[src/rtl/cci_mpf_rd_arb_pkg.sv]
// Shared types and constants for the CCI-P c0 read-request arbiter.
package cci_mpf_rd_arb_pkg;

    // Upper bound on requesters; sizes the client-id type used by reusable logic.
    localparam int unsigned MAX_CLIENTS = 16;
    localparam int unsigned CLIENT_ID_W = $clog2(MAX_CLIENTS);
    typedef logic [CLIENT_ID_W-1:0] t_client_id;

    // Widest outstanding-line counter any configuration needs.
    localparam int unsigned ACTIVE_CNT_W_MAX = 16;
    typedef logic [ACTIVE_CNT_W_MAX-1:0] t_active_cnt;

    // A counter must hold MAX_ACTIVE itself, so it needs one bit beyond clog2.
    function automatic int unsigned active_cnt_width(input int unsigned max_active);
        return $clog2(max_active) + 1;
    endfunction

    typedef enum logic [1:0] {
        RUN     = 2'd0,
        DRAIN   = 2'd1,
        DRAINED = 2'd2
    } t_rd_arb_state;

    // Three-line bursts do not exist on CCI-P.
    localparam logic [1:0] CL_LEN_ILLEGAL = 2'b10;

endpackage

[src/rtl/cci_mpf_rd_arb_if.sv]
// Client-side request bus, FIU-side request bus and response return path.
interface cci_mpf_rd_arb_if #(
    parameter int unsigned N_CLIENTS = 4,
    parameter int unsigned REQ_WIDTH = 64
);
    localparam int unsigned ID_W = $clog2(N_CLIENTS);

    logic [N_CLIENTS-1:0]                req_valid;
    logic [N_CLIENTS-1:0][REQ_WIDTH-1:0] req_data;
    logic [N_CLIENTS-1:0][1:0]           req_cl_len;
    logic [N_CLIENTS-1:0]                req_grant;
    logic                                fiu_almost_full;
    logic                                out_valid;
    logic [REQ_WIDTH-1:0]                out_data;
    logic [1:0]                          out_cl_len;
    logic [ID_W-1:0]                     out_client_id;
    logic                                rsp_valid;
    logic [ID_W-1:0]                     rsp_client_id;

    // Arbiter side.
    modport slave (
        input  req_valid, req_data, req_cl_len, fiu_almost_full, rsp_valid, rsp_client_id,
        output req_grant, out_valid, out_data, out_cl_len, out_client_id
    );

    // Clients, FIU and response decoder side.
    modport master (
        output req_valid, req_data, req_cl_len, fiu_almost_full, rsp_valid, rsp_client_id,
        input  req_grant, out_valid, out_data, out_cl_len, out_client_id
    );
endinterface

[src/rtl/cci_mpf_rr_arb.sv]
// N-way round-robin picker: first eligible requester at or after ptr_i wins.
// Purely combinational so it can also serve c1 write arbitration.
module cci_mpf_rr_arb #(
    parameter int unsigned N = 4
) (
    input  logic [N-1:0]         eligible_i,
    input  logic [$clog2(N)-1:0] ptr_i,
    output logic [N-1:0]         grant_o,
    output logic [$clog2(N)-1:0] grant_id_o,
    output logic                 grant_valid_o
);
    localparam int unsigned ID_W = $clog2(N);

    logic [ID_W-1:0] idx;

    // Scan upward from the pointer with wraparound and stop at the first hit.
    always_comb begin
        // NOTE: every output gets a default before the loop so no path leaves a latch.
        grant_o       = '0;
        grant_id_o    = '0;
        grant_valid_o = 1'b0;
        idx           = '0;
        for (int unsigned k = 0; k < N; k++) begin
            idx = ((32'(ptr_i) + k) >= N) ? ID_W'(32'(ptr_i) + k - N) : ID_W'(32'(ptr_i) + k);
            if (!grant_valid_o && eligible_i[idx]) begin
                grant_valid_o = 1'b1;
                grant_o[idx]  = 1'b1;
                grant_id_o    = idx;
            end
        end
    end
endmodule

[src/rtl/cci_mpf_rd_arb.sv]
// Credit-based round-robin arbiter for the CCI-P c0 read-request channel.
// Per-client outstanding-line counters bound response buffering; a drain FSM
// quiesces all reads. Optional per-client grant statistics are enabled by
// defining CCI_MPF_RD_ARB_STATS_EN.
module cci_mpf_rd_arb
    import cci_mpf_rd_arb_pkg::*;
#(
    parameter int unsigned N_CLIENTS             = 4,
    parameter int unsigned MAX_ACTIVE_PER_CLIENT = 128,
    parameter int unsigned REQ_WIDTH             = 64
) (
    input  logic                   clk,
    input  logic                   reset,
    cci_mpf_rd_arb_if.slave        bus,
    input  logic                   drain_req,
    output logic                   drain_done,
    output logic [N_CLIENTS-1:0]   client_not_empty,
    output logic                   all_idle,
    output logic                   err_underflow
`ifdef CCI_MPF_RD_ARB_STATS_EN
    ,
    input  logic [$clog2(N_CLIENTS)-1:0] stats_sel,
    output logic [31:0]                  stats_grants
`endif
);
    localparam int unsigned ID_W  = $clog2(N_CLIENTS);
    localparam int unsigned CNT_W = active_cnt_width(MAX_ACTIVE_PER_CLIENT);

    logic [N_CLIENTS-1:0] eligible;
    logic [N_CLIENTS-1:0] grant;
    logic [ID_W-1:0]      grant_id;
    logic                 grant_valid;

    logic [CNT_W-1:0]     active_cnt_q [N_CLIENTS];
    logic [CNT_W-1:0]     active_cnt_d [N_CLIENTS];
    logic                 cnt_all_zero;
    t_rd_arb_state        state_q, state_d;
    logic [ID_W-1:0]      rr_ptr_q, rr_ptr_d;
    logic                 err_underflow_q, err_underflow_d;

    logic                 out_valid_q;
    logic [REQ_WIDTH-1:0] out_data_q;
    logic [1:0]           out_cl_len_q;
    logic [ID_W-1:0]      out_client_id_q;
    logic                 drain_done_q;
    logic                 all_idle_q;
    logic [N_CLIENTS-1:0] client_not_empty_q;

    // A client may go only while running, with FIU room and credits for the whole burst.
    always_comb begin
        eligible = '0;
        for (int i = 0; i < N_CLIENTS; i++) begin
            eligible[i] = bus.req_valid[i] && !bus.fiu_almost_full && !reset && (state_q == RUN) &&
                (({1'b0, active_cnt_q[i]} + (CNT_W+1)'(bus.req_cl_len[i]) + (CNT_W+1)'(1))
                 <= (CNT_W+1)'(MAX_ACTIVE_PER_CLIENT));
        end
    end

    cci_mpf_rr_arb #(.N(N_CLIENTS)) u_rr_arb (
        .eligible_i    (eligible),
        .ptr_i         (rr_ptr_q),
        .grant_o       (grant),
        .grant_id_o    (grant_id),
        .grant_valid_o (grant_valid)
    );

    // Credit counters, underflow flag and round-robin pointer next state.
    always_comb begin
        err_underflow_d = err_underflow_q;
        cnt_all_zero    = 1'b1;
        rr_ptr_d        = rr_ptr_q;
        if (grant_valid) begin
            rr_ptr_d = (grant_id == ID_W'(N_CLIENTS - 1)) ? '0 : grant_id + ID_W'(1);
        end
        for (int i = 0; i < N_CLIENTS; i++) begin
            active_cnt_d[i] = active_cnt_q[i];
            if (active_cnt_q[i] != '0) cnt_all_zero = 1'b0;
            if (grant[i]) begin
                active_cnt_d[i] = active_cnt_q[i] + CNT_W'(bus.req_cl_len[i]) + CNT_W'(1);
            end
            // A response to an empty client is an error; the count stays pinned at zero.
            if (bus.rsp_valid && (bus.rsp_client_id == ID_W'(i))) begin
                if (active_cnt_q[i] == '0) err_underflow_d = 1'b1;
                else                       active_cnt_d[i] = active_cnt_d[i] - CNT_W'(1);
            end
        end
    end

    // Drain FSM next state; a dropped drain_req still completes through DRAINED.
    always_comb begin
        state_d = state_q;
        unique case (state_q)
            RUN:     if (drain_req)                     state_d = DRAIN;
            DRAIN:   if (cnt_all_zero && !out_valid_q)  state_d = DRAINED;
            DRAINED: if (!drain_req)                    state_d = RUN;
            default:                                    state_d = RUN;
        endcase
    end

    // FSM state register.
    always_ff @(posedge clk) begin
        // NOTE: sequential state always uses non-blocking assignment to avoid ordering races.
        if (reset) state_q <= RUN;
        else       state_q <= state_d;
    end

    // Credits, pointer, registered FIU request and status outputs.
    always_ff @(posedge clk) begin
        if (reset) begin
            // NOTE: the counter array is architectural state, so every entry is reset explicitly.
            for (int i = 0; i < N_CLIENTS; i++) active_cnt_q[i] <= '0;
            rr_ptr_q           <= '0;
            err_underflow_q    <= 1'b0;
            out_valid_q        <= 1'b0;
            out_data_q         <= '0;
            out_cl_len_q       <= '0;
            out_client_id_q    <= '0;
            drain_done_q       <= 1'b0;
            all_idle_q         <= 1'b1;
            client_not_empty_q <= '0;
        end else begin
            for (int i = 0; i < N_CLIENTS; i++) begin
                active_cnt_q[i]       <= active_cnt_d[i];
                client_not_empty_q[i] <= (active_cnt_q[i] != '0);
            end
            rr_ptr_q        <= rr_ptr_d;
            err_underflow_q <= err_underflow_d;
            out_valid_q     <= grant_valid;
            if (grant_valid) begin
                out_data_q      <= bus.req_data[grant_id];
                out_cl_len_q    <= bus.req_cl_len[grant_id];
                out_client_id_q <= grant_id;
            end
            drain_done_q <= (state_q == DRAINED);
            all_idle_q   <= cnt_all_zero && !out_valid_q;
        end
    end

    assign bus.req_grant     = grant;
    assign bus.out_valid     = out_valid_q;
    assign bus.out_data      = out_data_q;
    assign bus.out_cl_len    = out_cl_len_q;
    assign bus.out_client_id = out_client_id_q;
    assign drain_done        = drain_done_q;
    assign client_not_empty  = client_not_empty_q;
    assign all_idle          = all_idle_q;
    assign err_underflow     = err_underflow_q;

`ifdef CCI_MPF_RD_ARB_STATS_EN
    logic [31:0] grant_cnt_q [N_CLIENTS];
    logic [31:0] stats_grants_q;

    // Saturating per-client grant counters with a registered read port.
    always_ff @(posedge clk) begin
        if (reset) begin
            for (int i = 0; i < N_CLIENTS; i++) grant_cnt_q[i] <= '0;
            stats_grants_q <= '0;
        end else begin
            for (int i = 0; i < N_CLIENTS; i++) begin
                if (grant[i] && (grant_cnt_q[i] != '1)) grant_cnt_q[i] <= grant_cnt_q[i] + 32'd1;
            end
            stats_grants_q <= grant_cnt_q[stats_sel];
        end
    end

    assign stats_grants = stats_grants_q;
`endif

endmodule

[src/flat_wrapper.sv]
// flat-port wrapper written by rule: the top's interface ports become plain ports
module cci_mpf_rd_arb_flat import cci_mpf_rd_arb_pkg::*;
#(
    parameter int unsigned N_CLIENTS             = 4,
    parameter int unsigned MAX_ACTIVE_PER_CLIENT = 128,
    parameter int unsigned REQ_WIDTH             = 64
)
  (clk, reset, drain_req, drain_done, client_not_empty, all_idle, err_underflow, bus_req_valid, bus_req_data, bus_req_cl_len, bus_fiu_almost_full, bus_rsp_valid, bus_rsp_client_id, bus_req_grant, bus_out_valid, bus_out_data, bus_out_cl_len, bus_out_client_id);
  cci_mpf_rd_arb_if #(.N_CLIENTS(N_CLIENTS), .REQ_WIDTH(REQ_WIDTH)) bus_i ();
  input  logic clk;
  input  logic reset;
  input  logic drain_req;
  output logic drain_done;
  output logic [N_CLIENTS-1:0] client_not_empty;
  output logic all_idle;
  output logic err_underflow;
  input wire logic [$bits(bus_i.req_valid)-1:0] bus_req_valid;
  input wire logic [$bits(bus_i.req_data)-1:0] bus_req_data;
  input wire logic [$bits(bus_i.req_cl_len)-1:0] bus_req_cl_len;
  input wire logic [$bits(bus_i.fiu_almost_full)-1:0] bus_fiu_almost_full;
  input wire logic [$bits(bus_i.rsp_valid)-1:0] bus_rsp_valid;
  input wire logic [$bits(bus_i.rsp_client_id)-1:0] bus_rsp_client_id;
  output wire logic [$bits(bus_i.req_grant)-1:0] bus_req_grant;
  output wire logic [$bits(bus_i.out_valid)-1:0] bus_out_valid;
  output wire logic [$bits(bus_i.out_data)-1:0] bus_out_data;
  output wire logic [$bits(bus_i.out_cl_len)-1:0] bus_out_cl_len;
  output wire logic [$bits(bus_i.out_client_id)-1:0] bus_out_client_id;
  assign bus_i.req_valid = bus_req_valid;
  assign bus_i.req_data = bus_req_data;
  assign bus_i.req_cl_len = bus_req_cl_len;
  assign bus_i.fiu_almost_full = bus_fiu_almost_full;
  assign bus_i.rsp_valid = bus_rsp_valid;
  assign bus_i.rsp_client_id = bus_rsp_client_id;
  assign bus_req_grant = bus_i.req_grant;
  assign bus_out_valid = bus_i.out_valid;
  assign bus_out_data = bus_i.out_data;
  assign bus_out_cl_len = bus_i.out_cl_len;
  assign bus_out_client_id = bus_i.out_client_id;
  cci_mpf_rd_arb #(.N_CLIENTS(N_CLIENTS), .MAX_ACTIVE_PER_CLIENT(MAX_ACTIVE_PER_CLIENT), .REQ_WIDTH(REQ_WIDTH)) u_core (.clk(clk), .reset(reset), .bus(bus_i), .drain_req(drain_req), .drain_done(drain_done), .client_not_empty(client_not_empty), .all_idle(all_idle), .err_underflow(err_underflow));
endmodule
[config.mk]
export PLATFORM = sky130hd
export DESIGN_NAME = cci_mpf_rd_arb_flat
export DESIGN_NICKNAME = d
export VERILOG_FILES = /design/src/rtl/cci_mpf_rd_arb_pkg.sv /design/src/rtl/cci_mpf_rd_arb_if.sv /design/src/rtl/cci_mpf_rr_arb.sv /design/src/rtl/cci_mpf_rd_arb.sv /design/src/flat_wrapper.sv
export SDC_FILE = /design/constraint.sdc
export NUM_CORES = 1
export LEC_CHECK = 0
export CORE_ASPECT_RATIO = 1.2
export CORE_MARGIN = 2
export CORE_UTILIZATION = 40
export CTS_BUF_LIST = sky130_fd_sc_hd__clkbuf_8
export CTS_CLUSTER_SIZE = 8
export DETAILED_ROUTE_END_ITERATION = 12
export PLACE_DENSITY = 0.74
export SLEW_MARGIN = 20
export SYNTH_ARGS = -nofsm -noshare
export SYNTH_HDL_FRONTEND = slang
export SYNTH_SLANG_ARGS = --single-unit
[constraint.sdc]
create_clock -name clk -period 6.2 [get_ports clk]
set_input_delay 1.24 -clock clk [delete_from_list [all_inputs] [get_ports clk]]
set_output_delay 1.24 -clock clk [all_outputs]
set_load 0.005 [all_outputs]
==> results.cfg <==
[yosys]
synth.most_common_cell = dfxtp_1
synth.avg_cell_area_um2 = 9.162
synth.cell_area_um2 = 8796
synth_edf_count = 0
netlist_top_cells_count = dfxtp_1, mux2i_1, nor2_1, nand2_1
yosysTopAreaCell = dfxtp_1
synth-seq-area-share = 0.2549
synth_top_area_share = 0.2549
synth_flop_cell = dfxtp_1
synth_area_leaders = dfxtp_1, mux4_2, mux2i_1, mux2_2, a22oi_1
ys_warn_count = 0
syn_nets = 1259
synth-seq-cells = 112
postSynthCellCount = 960
async_flop_share = 0
ys_types = 93

[clocking]
htreeDepth = 3
cts_tree = built
cts.hold.buffers_added = 0
cts_num_sinks = 112
clk_root_buffer_cell = clkbuf_8
cts.reportedPaths.clkPinSlew_ns = 0.11
cts_made_buffers = 9
clk_latency_ns = 0.41
cts_buffer_depth = 2

[timing]
max-slew-margin-rel = 0.4132
finalClockSkew_ns = 0.01219
post-route-period-util = 0.9999
tns_ns = 0
setup_slack_ns = 0.0007008
tightest_slew_ns = 0.8783
rsz0062_at_grt = yes
clock.fmax_ghz = 0.1613
min_period_ns = 6.199
hold_viol_final = 0
setup_violations = 0
slew_viol_final = 0

[floorplanning]
initial_core_util = 0.4067
row_count = 59
die_y_um = 166.4
core_um2 = 21630
ios = 355
die-area_um2 = 23200
dieWidth_um = 139.4

[min_path]
hold-path-endpoint = u_core.bus.out_client_id[1]
hold_depth = 2
min_path_type = reg -> reg
min_from = u_core.bus.out_client_id[1]

[global_route]
grt_pass1_vias = 9161
antenna_found_initial = 9
grt_util_all_layers = 0.2974
grt_first_pass_wirelength_um = 53640
grt-ovfl-total = 0
grt_max_degree = 68

[layout]
nNetsFinal = 1643
layout.cells.non_filler = 1627
final_util = 0.6274
fillers = 1868
multi_input_area_um2 = 6306
final-seq-area_um2 = 2242
layout-drive-gt1-share = 0.1972
area_growth_pct = 54.28

[power]
power_density_nw_per_um2 = 459.1
vdd_ir_drop_max_mv = 0.3248
p_total_uw = 6230
leakage_uw = 0.005322

[route]
drt-total-wl_um = 36120
dr_wl_met3_um = 3184
wl_met2_um = 17060
first_pass_iters = 5
ant_nets = 0
wl_met1_um = 15130
vias = 9467
first_iter_violations = 775
vias_per_cell = 5.819
drc = 0
routedWlPerCell_um = 22.20
dr.max_layer_used = met5

[critical_path]
r2r-end = u_core.active_cnt_q[2][4]
cp.depth = 15
critPathKind = in -> out
worstReg2RegStart = u_core.active_cnt_q[1][0]
critPathArrivalTime_ns = 4.96
crit_buf_inv = 6
worstPathCellList = clkdlybuf4s50_1 > inv_1 > ha_1 > inv_2 > fa_2 > nand4b_1 > or4_4 > o21ai_4 > mux2i_1 > o221a_4 > nor4_4 > buf_4 > a22oi_4 > inv_4 > clkdlybuf4s50_1
endpoint_kind = primary output
slowest_stage = clkdlybuf4s50_1
critPathTopFamily = buffers and inverters
worstRegToRegCells = 23
cp_max_fo = 3
critPathLaunchType = input pin
r2r_slack_ns = 1.21
cpMostUsedCell = clkdlybuf4s50_1
max_stage_delay_ns = 0.50
worst-endpoint-required_ns = 4.96

[place]
io_buffers = 354
place_hpwl_um = 28290
gp_congestion = 0.9788
place_ws_ns = -0.1510
place_inst = 1594

[flow_run]
maxCapViolCount = 0

[status]
status = finished, final reports clean
## logic make-up after synthesis
kind of cell | after synthesis | share of synthesized area
AND/OR/NAND/NOR | 284 | 0.1811
multiplexers | 142 | 0.2112
adder cells (fa/ha/maj) | 24 | 0.03755
AO/OA/AOI/OAI | 259 | 0.2303
XOR/XNOR | 26 | 0.02745
flip-flops | 112 | 0.2549
buffers and inverters | 113 | 0.05747
## worst register-to-register path: cells and delay by family, from the launching register on
kind | cells | cell delay [ns]
compound gates | 7 | 1.81
fa+ha+maj | 3 | 0.79
buf+inv | 7 | 0.93
flops | 1 | 0.33
mux | 1 | 0.25
simple gates | 5 | 0.75
## layout make-up
type                       instances  area share
antenna                            4   0.0007376
timing repair buffer             451      0.3187
sequential                       112      0.1652
clock inverter                     7    0.006177
tap                              274     0.02526
inverter                          35     0.01005
clock buffer                       9    0.009128
multi-input combinational        735      0.4647
## sequential cells by signal, indices dropped and copies added, names as in the netlist, 2 cells and up, named ones only
register	cells
u_core.bus.out_data	64
u_core.active_cnt_q	32
u_core.client_not_empty	4
u_core.bus.out_cl_len	2
u_core.bus.out_client_id	2
u_core.state_q	2
## through the flow
| step | hold slack, ns | instance area [µm²] |
|---|---|---|
| CTS | 0.4698 | 13270 |
| finish | 0.4712 | 13570 |
| global placement | 0.4439 | 13020 |
| floorplan | 0.4527 | 8796 |
| detailed placement | 0.4503 | 13020 |
| global route | 0.5059 | 13570 |
## timing repair
action,in CTS,in global routing
setup buffers,1,12
resized for setup,9,39
setup endpoints to repair,4,4
pin swaps,6,20
## metal layers
metal,global-route usage,up-vias
met1,0.3968,4561
met3,0.07734,47
met5,0,-
li1,-,4452
met4,0.08476,6
met2,0.4757,401
## layout by cell type, fill, tap and decap left out, drive strengths merged, types with 9 or more instances in the layout
cell           Yosys  layout
a21o              33      33
nand4             10      10
a21oi             16      16
and3              45      45
nor4              17      17
clkbuf            32       9
buf               46      98
mux2i             63      63
or3               17      17
o22ai             45      45
nand3             13      13
a211oi            15      15
inv               34      36
nor2              48      48
a22oi             42      42
mux2              50      50
nand2             46      46
o211ai            13      13
clkdlybuf4s50      0     351
xnor2             21      21
o21ai             26      26
dfxtp            112     112
nor3              33      33
ha                20      20
mux4              29      29
## worst max path at each step
stage | from | slack [ns] | end
2_1_floorplan | bus_req_cl_len[0] | 0.58 | u_core.active_cnt_q[3][6]
3_3_place_gp | bus_req_cl_len[2] | -0.06 | bus_req_grant[0]
3_5_place_dp | bus_req_cl_len[2] | -0.15 | bus_req_grant[0]
4_1_cts | bus_req_cl_len[6] | -0.006 | bus_req_grant[3]
5_1_grt | bus_req_cl_len[2] | -0.13 | bus_req_grant[3]
6_report | bus_req_cl_len[0] | 0.0007 | bus_req_grant[3]
## power by group
group          switching (µW)  leakage (µW)  total (µW)  internal, µW
Clock                     295      0.000104         488           192
Combinational            2190       0.00429        4430          2250
Sequential                274      0.000929        1310          1030
No activity file was read; power rests on OpenSTA's default activity.
